==> src/rtl/i2c_slave_responder_if.sv <==
`default_nettype none
// +------------------------------------------------------------------+
// | Module   : i2c_slave_responder_if                                |
// | Brief    : I2C pin levels, open-drain SDA control and register   |
// |            write strobe bundle for the I2C target responder.     |
// | Revision : 1.0  initial release                                  |
// +------------------------------------------------------------------+
interface i2c_slave_responder_if;
    logic       scl_i;
    logic       sda_i;
    logic       sda_oe;
    logic       busy;
    logic       reg_wr_pulse;
    logic [7:0] reg_addr;
    logic [7:0] reg_wdata;

    modport slave (
        input  scl_i, sda_i,
        output sda_oe, busy, reg_wr_pulse, reg_addr, reg_wdata
    );

    modport master (
        output scl_i, sda_i,
        input  sda_oe, busy, reg_wr_pulse, reg_addr, reg_wdata
    );
endinterface
`default_nettype wire

==> src/rtl/i2c_slave_responder.sv <==
`default_nettype none
// +------------------------------------------------------------------+
// | Module   : i2c_slave_responder                                   |
// | Brief    : I2C target with a small byte register file; ACKs its  |
// |            address, takes a register pointer, accepts burst      |
// |            writes and serves burst reads via open-drain SDA.     |
// | Revision : 1.0  initial release                                  |
// +------------------------------------------------------------------+
module i2c_slave_responder #(
    parameter logic [6:0] SLAVE_ADDRESS = 7'h68,
    parameter int         NO_OF_REG     = 4,
    parameter int         DATA_WIDTH    = 8
) (
    input  wire logic            pclk,
    input  wire logic            areset,
    i2c_slave_responder_if.slave bus
);
    localparam int         IDX_W     = (NO_OF_REG > 1) ? $clog2(NO_OF_REG) : 1;
    localparam logic [7:0] LAST_REG  = 8'(NO_OF_REG - 1);
    localparam logic [8:0] REG_LIMIT = 9'(NO_OF_REG);

    typedef enum logic [3:0] {
        IDLE, ADDR, ADDR_ACK, REG_ADDR, REG_ACK,
        WR_DATA, WR_ACK, RD_DATA, RD_ACK, IGNORE
    } state_t;

    logic [1:0]            rst_pipe;
    logic                  rst_n;
    logic                  scl_meta, scl_sync, scl_hist;
    logic                  sda_meta, sda_sync, sda_hist;
    logic                  scl_rise, scl_fall, start_det, stop_det;
    state_t                state, state_nx;
    logic [DATA_WIDTH-1:0] shift, shift_nx, byte_in, rd_byte, wdata, wdata_nx;
    logic [2:0]            bit_cnt, bit_cnt_nx;
    logic                  ack_phase, ack_phase_nx;
    logic [7:0]            ptr, ptr_nx, next_ptr;
    logic                  drive_low, drive_low_nx, active, active_nx;
    logic                  wr_pulse, wr_pulse_nx, wr_en;
    logic [DATA_WIDTH-1:0] regs [NO_OF_REG];

    // Reset asserts immediately and is released two pclk later.
    always_ff @(posedge pclk or negedge areset) begin
        if (!areset) rst_pipe <= 2'b00;
        else         rst_pipe <= {rst_pipe[0], 1'b1};
    end
    assign rst_n = rst_pipe[1];

    // Two-flop synchronizers plus a history flop for edge detection.
    always_ff @(posedge pclk or negedge rst_n) begin
        if (!rst_n) begin
            {scl_meta, scl_sync, scl_hist} <= 3'b111;
            {sda_meta, sda_sync, sda_hist} <= 3'b111;
        end else begin
            {scl_meta, scl_sync, scl_hist} <= {bus.scl_i, scl_meta, scl_sync};
            {sda_meta, sda_sync, sda_hist} <= {bus.sda_i, sda_meta, sda_sync};
        end
    end

    assign scl_rise  = scl_sync & ~scl_hist;
    assign scl_fall  = ~scl_sync & scl_hist;
    assign start_det = scl_sync & scl_hist & sda_hist & ~sda_sync;
    assign stop_det  = scl_sync & scl_hist & ~sda_hist & sda_sync;
    assign byte_in   = {shift[DATA_WIDTH-2:0], sda_sync};
    assign rd_byte   = regs[ptr[IDX_W-1:0]];
    assign next_ptr  = (ptr == LAST_REG) ? 8'd0 : ptr + 8'd1;

    // State and datapath registers.
    always_ff @(posedge pclk or negedge rst_n) begin
        if (!rst_n) begin
            state     <= IDLE;
            shift     <= '0;
            bit_cnt   <= 3'd0;
            ack_phase <= 1'b0;
            ptr       <= 8'd0;
            drive_low <= 1'b0;
            active    <= 1'b0;
            wr_pulse  <= 1'b0;
            wdata     <= '0;
        end else begin
            state     <= state_nx;
            shift     <= shift_nx;
            bit_cnt   <= bit_cnt_nx;
            ack_phase <= ack_phase_nx;
            ptr       <= ptr_nx;
            drive_low <= drive_low_nx;
            active    <= active_nx;
            wr_pulse  <= wr_pulse_nx;
            wdata     <= wdata_nx;
        end
    end

    // Next-state logic; ACK states use ack_phase to tell the fall that
    // opens the ACK bit from the fall that closes it.
    always_comb begin
        state_nx     = state;
        shift_nx     = shift;
        bit_cnt_nx   = bit_cnt;
        ack_phase_nx = ack_phase;
        ptr_nx       = ptr;
        drive_low_nx = drive_low;
        active_nx    = active;
        wr_pulse_nx  = 1'b0;
        wdata_nx     = wdata;
        wr_en        = 1'b0;
        if (start_det) begin
            state_nx     = ADDR;
            bit_cnt_nx   = 3'd0;
            ack_phase_nx = 1'b0;
            drive_low_nx = 1'b0;
        end else if (stop_det) begin
            state_nx     = IDLE;
            ack_phase_nx = 1'b0;
            drive_low_nx = 1'b0;
            active_nx    = 1'b0;
        end else begin
            case (state)
                ADDR, REG_ADDR, WR_DATA: begin
                    if (scl_rise) begin
                        shift_nx   = byte_in;
                        bit_cnt_nx = bit_cnt + 3'd1;
                        if (bit_cnt == 3'd7) begin
                            ack_phase_nx = 1'b0;
                            if (state == ADDR) begin
                                if (byte_in[DATA_WIDTH-1:1] == SLAVE_ADDRESS) begin
                                    state_nx  = ADDR_ACK;
                                    active_nx = 1'b1;
                                end else begin
                                    state_nx  = IGNORE;
                                    active_nx = 1'b0;
                                end
                            end else if (state == REG_ADDR) begin
                                if ({1'b0, byte_in} < REG_LIMIT) begin
                                    state_nx = REG_ACK;
                                    ptr_nx   = byte_in;
                                end else begin
                                    state_nx = IGNORE;
                                end
                            end else begin
                                state_nx    = WR_ACK;
                                wr_en       = 1'b1;
                                wr_pulse_nx = 1'b1;
                                wdata_nx    = byte_in;
                            end
                        end
                    end
                end
                ADDR_ACK, REG_ACK, WR_ACK: begin
                    if (scl_fall) begin
                        if (!ack_phase) begin
                            drive_low_nx = 1'b1;
                            ack_phase_nx = 1'b1;
                        end else begin
                            ack_phase_nx = 1'b0;
                            bit_cnt_nx   = 3'd0;
                            drive_low_nx = 1'b0;
                            if (state == ADDR_ACK) begin
                                if (shift[0]) begin
                                    state_nx     = RD_DATA;
                                    shift_nx     = rd_byte;
                                    drive_low_nx = ~rd_byte[DATA_WIDTH-1];
                                end else begin
                                    state_nx = REG_ADDR;
                                end
                            end else if (state == REG_ACK) begin
                                state_nx = WR_DATA;
                            end else begin
                                state_nx = WR_DATA;
                                ptr_nx   = next_ptr;
                            end
                        end
                    end
                end
                RD_DATA: begin
                    if (scl_rise) begin
                        bit_cnt_nx = bit_cnt + 3'd1;
                    end else if (scl_fall) begin
                        if (bit_cnt == 3'd0) begin
                            drive_low_nx = 1'b0;
                            ack_phase_nx = 1'b0;
                            state_nx     = RD_ACK;
                        end else begin
                            shift_nx     = {shift[DATA_WIDTH-2:0], 1'b0};
                            drive_low_nx = ~shift[DATA_WIDTH-2];
                        end
                    end
                end
                RD_ACK: begin
                    if (scl_rise) begin
                        if (!sda_sync) begin
                            ptr_nx       = next_ptr;
                            ack_phase_nx = 1'b1;
                        end else begin
                            state_nx = IGNORE;
                        end
                    end else if (scl_fall && ack_phase) begin
                        state_nx     = RD_DATA;
                        shift_nx     = rd_byte;
                        drive_low_nx = ~rd_byte[DATA_WIDTH-1];
                        bit_cnt_nx   = 3'd0;
                        ack_phase_nx = 1'b0;
                    end
                end
                default: ;
            endcase
        end
    end

    // Register file, written at the eighth sampled bit of a data byte.
    always_ff @(posedge pclk or negedge rst_n) begin
        if (!rst_n) begin
            for (int i = 0; i < NO_OF_REG; i++) regs[i] <= '0;
        end else if (wr_en) begin
            regs[ptr[IDX_W-1:0]] <= byte_in;
        end
    end

    assign bus.sda_oe       = drive_low;
    assign bus.busy         = active;
    assign bus.reg_wr_pulse = wr_pulse;
    assign bus.reg_addr     = ptr;
    assign bus.reg_wdata    = wdata;
endmodule
`default_nettype wire

==> src/flat_wrapper.sv <==
// flat-port wrapper written by rule: the top's interface ports become plain ports
module i2c_slave_responder_flat 
#(
    parameter logic [6:0] SLAVE_ADDRESS = 7'h68,
    parameter int         NO_OF_REG     = 4,
    parameter int         DATA_WIDTH    = 8
)
  (pclk, areset, bus_scl_i, bus_sda_i, bus_sda_oe, bus_busy, bus_reg_wr_pulse, bus_reg_addr, bus_reg_wdata);
  i2c_slave_responder_if bus_i ();
  input  wire logic pclk;
  input  wire logic areset;
  input wire logic [$bits(bus_i.scl_i)-1:0] bus_scl_i;
  input wire logic [$bits(bus_i.sda_i)-1:0] bus_sda_i;
  output wire logic [$bits(bus_i.sda_oe)-1:0] bus_sda_oe;
  output wire logic [$bits(bus_i.busy)-1:0] bus_busy;
  output wire logic [$bits(bus_i.reg_wr_pulse)-1:0] bus_reg_wr_pulse;
  output wire logic [$bits(bus_i.reg_addr)-1:0] bus_reg_addr;
  output wire logic [$bits(bus_i.reg_wdata)-1:0] bus_reg_wdata;
  assign bus_i.scl_i = bus_scl_i;
  assign bus_i.sda_i = bus_sda_i;
  assign bus_sda_oe = bus_i.sda_oe;
  assign bus_busy = bus_i.busy;
  assign bus_reg_wr_pulse = bus_i.reg_wr_pulse;
  assign bus_reg_addr = bus_i.reg_addr;
  assign bus_reg_wdata = bus_i.reg_wdata;
  i2c_slave_responder #(.SLAVE_ADDRESS(SLAVE_ADDRESS), .NO_OF_REG(NO_OF_REG), .DATA_WIDTH(DATA_WIDTH)) u_core (.pclk(pclk), .areset(areset), .bus(bus_i));
endmodule
==> config.mk <==
export PLATFORM = sky130hd
export DESIGN_NAME = i2c_slave_responder_flat
export DESIGN_NICKNAME = d
export VERILOG_FILES = /design/src/rtl/i2c_slave_responder_if.sv /design/src/rtl/i2c_slave_responder.sv /design/src/flat_wrapper.sv
export SDC_FILE = /design/constraint.sdc
export NUM_CORES = 1
export LEC_CHECK = 0
export ABC_AREA = 1
export BUFFER_PORTS_ARGS = -buffer_cell sky130_fd_sc_hd__buf_4
export CAP_MARGIN = 30
export CORE_MARGIN = 1.5
export CORE_UTILIZATION = 50
export CTS_CLUSTER_SIZE = 20
export DETAILED_ROUTE_END_ITERATION = 6
export HOLD_SLACK_MARGIN = 0.06
export PLACE_DENSITY = 0.73
export SLEW_MARGIN = 20
export SYNTH_ARGS = -nofsm -noshare
export SYNTH_HDL_FRONTEND = slang
export SYNTH_SLANG_ARGS = --single-unit
==> constraint.sdc <==
create_clock -name pclk -period 4.1 [get_ports pclk]
set_clock_uncertainty 0.1 [all_clocks]
set_input_delay 0.205 -clock pclk [delete_from_list [all_inputs] [get_ports pclk]]
set_output_delay 0.205 -clock pclk [all_outputs]
set_load 0.02 [all_outputs]
; ---- Word-level counts from Yosys, hierarchy flattened
; Cells that the tools add are included.
[word_totals]
register_bits = 74
inputBits = 4
output_inout_bits = 19
elab_cells = 210
[op_classes]
add_sub_neg = 2
magnitude_cmp = 3
n_eq_ne = 47
mux = 95
bitwise_logic = 18
n_reduce_logical = 24
[op_table]
columns = cell, count
row1 = $mux 8, 15
row2 = $mux 7, 10
row3 = $mux 4, 16
row4 = $mux 1, 36
row5 = $bwmux 32, 1
row6 = $ne 4x1->1 const B, 7
row7 = $pmux 7 s4, 1
row8 = $mux 3, 9
row9 = $ne 2x1->1 const B, 12
row10 = $pmux 8 s3, 1
row11 = $bmux 8 s2, 1
row12 = $demux 8 s2, 1
row13 = $eq 4x3->1 const B, 4
row14 = $pmux 4 s4, 1
row15 = $ne 2x2->1 const B, 7
row16 = $reduce_and 14->1, 1
row17 = $reduce_and 7->1, 2
row18 = $reduce_and 13->1, 1
row19 = $ne 3x1->1 const B, 4
row20 = $reduce_and 12->1, 1
row21 = $not 1->1, 10
row22 = $reduce_and 10->1, 1
row23 = $pmux 3 s3, 1
row24 = $reduce_and 9->1, 1
row25 = other kinds (31), 45

; ---- Longest topological paths before layout
[depth]
ltp_word = 12
depth_mapped = 13
ltp_nobuf = 12

; ---- Worst setup path before layout
; Ideal clock, no wire load.
[synth_path]
kind = register -> register
start = reg u_core.ptr[0], in the netlist u_core.bus.reg_addr[0]
end = reg u_core.regs[8] (netlist name)
setup_ps = 136
arrival_time_ps = 1574
required_ps = 3864
path_slack_ps = 2290
stages_incl_launch_ff = 7
path_buffers = 2
synth_period_minus_slack_ps = 1810
path_cell_list = dfrtp_1 > clkinv_1 > clkbuf_1 > ha_1 > nand2_1 > buf_2 > o21ai_0
[synth_between]
elab_chain_cells = 6
word_cells_on_any_way = 7
classes_between = order compare: 2 / mux: 3 / bitwise: 1 / reduce/logical: 1
[synth_rtl]
columns = element, line
row1 = from (decl), i2c_slave_responder.sv:36  ; logic [7:0] ptr, ptr_nx, next_ptr;
row2 = from (signal assigned), i2c_slave_responder.sv:84  ; ptr <= ptr_nx;
row3 = $not 2->3 (not written as such) (*), i2c_slave_responder.sv:213  ; regs[ptr[IDX_W-1:0]] <= byte_in;
row4 = $ge 3x3->1 (not written as such) or $lt 3x1->1 (tied branches), i2c_slave_responder.sv:213
row5 = $logic_and 1x1->1 (not written as such), i2c_slave_responder.sv:213
row6 = $mux 8 (not written as such), i2c_slave_responder.sv:213
row7 = $demux 8 s2 (*), i2c_slave_responder.sv:213
row8 = $bwmux 32 (*), i2c_slave_responder.sv:213
row9 = "to (signal, indexed assignment)", i2c_slave_responder.sv:213
row10 = to (decl), i2c_slave_responder.sv:39  ; logic [DATA_WIDTH-1:0] regs [NO_OF_REG];
; Every way passes the cells marked *; elsewhere a longest branch is shown, timed or not.
; A chain may end at the register's enable or synchronous reset.

; ---- Worst setup path after layout
[layout_path]
start = reg u_core.scl_sync
end = reg u_core.regs[23] (netlist name)
[layout_between]
elab_chain_cells = 5
word_cells_on_any_way = 10
classes_between = mux: 4 / bitwise: 6
[layout_rtl]
columns = element, line
row1 = from (decl), i2c_slave_responder.sv:29  ; logic scl_meta, scl_sync, scl_hist;
row2 = from (signal assigned), i2c_slave_responder.sv:54  ; {scl_meta, scl_sync, scl_hist} <= {bus.scl_i, scl_meta, scl_sync};
row3 = $and 1x1->1 (on tied branches), "i2c_slave_responder.sv:59, i2c_slave_responder.sv:61, i2c_slave_responder.sv:62"
row4 = $mux 1 or $and 1x1->1 (tied branches), "i2c_slave_responder.sv:118, i2c_slave_responder.sv:62"
row5 = $mux 1 or $and 1x1->1 (tied branches), "i2c_slave_responder.sv:116, i2c_slave_responder.sv:62"
row6 = $mux 1, i2c_slave_responder.sv:110  ; end else if (stop_det) begin
row7 = $mux 1 (*), i2c_slave_responder.sv:105  ; if (start_det) begin
; Marked as above.

==> key figures <==
Run status
  • Status: finished clean

Global routing
  • GR Util All Layers: 25.68%
  • Largest net degree at the start of global routing: 31
  • First-pass GRT wire length: 17220 um
  • Remaining global-route overflow: 0
  • Antenna violations before repair: 0
  • Vias in the first global route: 3473

Critical path
  • Crit Reg-Reg Startpoint: u_core.scl_sync
  • Crit path from: u_core.scl_sync
  • Worst setup SP type: flop
  • Setup Crit Path Kind: flop to flop
  • Critical Path End: u_core.regs[23]
  • Crit. End Element: flop
  • FF-to-FF End: u_core.regs[23]
  • CP Data Arrival Time: 2780 ps
  • Crit-path max FO: 21
  • R2r setup slk: 1460 ps
  • WP data required: 4240 ps
  • Reg2Reg Depth: 6

Clock tree
  • CTS root buffer: clkbuf_8
  • Clock-pin slew on the worst setup and hold paths: 90 ps
  • CTS tree: done
  • Max Buffers Root-to-Sink: 2
  • Clk sinks: 74
  • Setup bufs post-CTS: 0
  • Cts bufs inserted: 9
  • Clock latency on the worst-skew pair: 350 ps
  • H-tree levels: 3

Yosys
  • Compound-Gate Fraction of Synth Area: 9.624%
  • Avg Synthesized Cell Area: 7.741 um2
  • Synth Area in Simple Gates: 35.19%
  • Netlist cell types: 33
  • Synthesized cell area: 4056 um2
  • Combinational family with the most area after synthesis: simple AND/OR/NAND/NOR gates
  • Synthesis-stage register bit count: 74
  • EDFF count, synth: 0
  • Post-Synth XOR/XNOR Area: 0.8637%
  • FFs w/ async S/R, synth: 100.0%
  • Synthesized Nets: 535
  • Post-Synth Adder-Cell Area: 2.159%
  • Post-synth top flop: dfrtp_1
  • Cells after Synth: 524
  • Seq/Total Area, Yosys: 45.84%
  • Synth Warn #: 0
  • Post-synthesis mux area share: 0%

Placement
  • Routability cong.: 0.9589
  • Port buffer count: 22
  • DP Worst Slack: 1479 ps
  • Detailed Place HPWL: 7150 um

Timing
  • Max transition margin: 38.88%
  • Min cycle time layout: 2643 ps
  • FMAX: 0.3784 GHz
  • Fin. Hold Viols: 0
  • Period Utilization, post-route: 64.45%
  • Post-route setup TNS: 0 ps
  • Final Max Tran Viols: 0
  • Final setup viols: 0
  • Fin worst setup slack: 1457 ps
  • RSZ-0062 raised after global routing: false
  • Worst-Margin Slew: 915.9 ps

Finish
  • Layout cells sized above 1: 14.70%
  • Fill cells: 715
  • Nets@finish: 557
  • Area Overhead vs Synth: 11.07%
  • Antenna fix cells: 0

Route
  • Antenna-violating nets left: 0
  • DR pass1 iterations: 5
  • Drt total wl: 10090 um
  • Starting DRT DRC Count: 343
  • Drt drc: 0
  • Per-cell routed wire length: 15.45 um
  • Vias: 3651
  • Drt via density: 5.591

Floorplanning
  • Initial core utilization: 51.96%
  • Die Ht: 93.07 um
  • I/O Pins: 23
  • Die area: 8662 um2
  • Die width: 93.07 um
  • Placement Rows: 32
  • Core box area: 7807 um2

Power and ir drop
  • Power per cell area: 643.5 nW/um2
  • VDD IR-drop max: 0.0002742 V
  • Static Leak: 2.239 nW

Job
  • Max Cap Viol: 0

Worst hold path
  • Tightest Hold Check Type: flop to async pin
==> how the worst min path moves through the flow <==
stage | startpoint | end | slack (ps) | cells past startpoint
3_5_place_dp | areset | u_core.rst_pipe[0] | -110 | 1
6_report | u_core.rst_pipe[1] | u_core.state[3] | 140 | 0
2_1_floorplan | areset | u_core.rst_pipe[0] | -190 | 0
4_1_cts | u_core.rst_pipe[1] | u_core.state[3] | 160 | 0
3_3_place_gp | areset | u_core.rst_pipe[0] | -110 | 1
5_1_grt | u_core.rst_pipe[1] | u_core.state[3] | 190 | 0
==> sequential cells by signal (all words and copies together), names as in the netlist, 2 cells and up <==
register,cells
u_core.shift,7
u_core.state,4
u_core.regs,32
u_core.bus.reg_addr,8
u_core.bus.reg_wdata,8
u_core.rst_pipe,2
u_core.bit_cnt,3
==> stage by stage <==
stage | power, mW | std cells | cell area, um2 | hold slack (ps) | utilization [%]
floorplan | 1.969 | 524 | 4056 | -190.6 | -
global placement | 2.262 | 632 | 4243 | -112.1 | 54.34
detailed placement | 2.292 | 633 | 4263 | -109.6 | 54.60
CTS | 2.883 | 653 | 4506 | 157.5 | 57.71
global route | 3.107 | 653 | 4506 | 192.1 | 57.71
finish | 2.899 | 653 | 4506 | 144.1 | 57.71
==> logic make-up (layout without fill, tap and decap cells) <==
| logic type | count (synthesis) | count (layout) |
|---|---|---|
| buffers and inverters | 52 | 79 |
| AO/OA/AOI/OAI | 73 | 73 |
| adder cells (fa/ha/maj) | 7 | 7 |
| XOR/XNOR | 4 | 4 |
| flip-flops | 74 | 74 |
| other | 1 | 1 |
| AND/OR/NAND/NOR | 313 | 313 |
==> worst max-delay path, cell delays in order, from the launching register on <==
cell and delay [ps]:
dfstp_2 590, inv_2 60, nor2_4 120, nand2_2 100, nor2_2 720, nand2_1 490, o21ai_0 350
==> cells in the mapped netlist (all sizes together), types with 2 or more instances <==
cell,number,area [um2]
xor2,3,26.28
a21oi,14,70.07
a31oi,2,12.51
inv,32,122.6
o21ai,44,220.2
o22ai,9,56.30
buf,13,103.8
nor2,42,225.2
nand3,56,290.3
dfrtp,68,1702
nand4,7,43.79
nand2,206,843.3
dfstp,6,157.7
clkbuf,5,18.77
ha,7,87.58
o211ai,2,15.01
clkinv,2,7.510
==> layout by cell type, fill, tap and decap left out, drive strengths merged, types with 2 or more instances in the layout <==
cell type / count
dfstp: 6
o211ai: 2
xor2: 3
a31oi: 2
ha: 7
clkinv: 5
nand4: 7
inv: 33
clkbuf: 10
nor2: 42
dlygate4sd3: 4
nand2: 206
o21ai: 44
buf: 25
o22ai: 9
a21oi: 14
dfrtp: 68
nand3: 56
==> report_power, final <==
part           internal (mW)  switching, mW
Sequential             0.819          0.135
Clock                  0.299          0.294
Combinational          0.416          0.936
==> layout make-up <==
class / instances / area (um2) / area share (%)
multi-input cells: 398 / 1944 / 43.15
flip-flops and latches: 74 / 1861 / 41.29
repair buffers: 29 / 240.2 / 5.332
clock buffers: 10 / 137.6 / 3.055
inverters: 34 / 130.1 / 2.888
well taps: 102 / 127.6 / 2.833
clock inverters: 6 / 65.06 / 1.444
==> metal layers <==
layer  GRT usage, %  part of all wire, %
met5              0                    0
met4          8.207                  1.9
met3          5.041                  7.1
met2          39.36                   45
met1          36.64                   46
==> repair_timing <==
action / 4_1_cts / 5_1_grt
hold endpoints to repair: 4 / 0
hold buffers: 4 / 0
resized for setup: 0 / 0
Power figures use the tool's default switching activity.
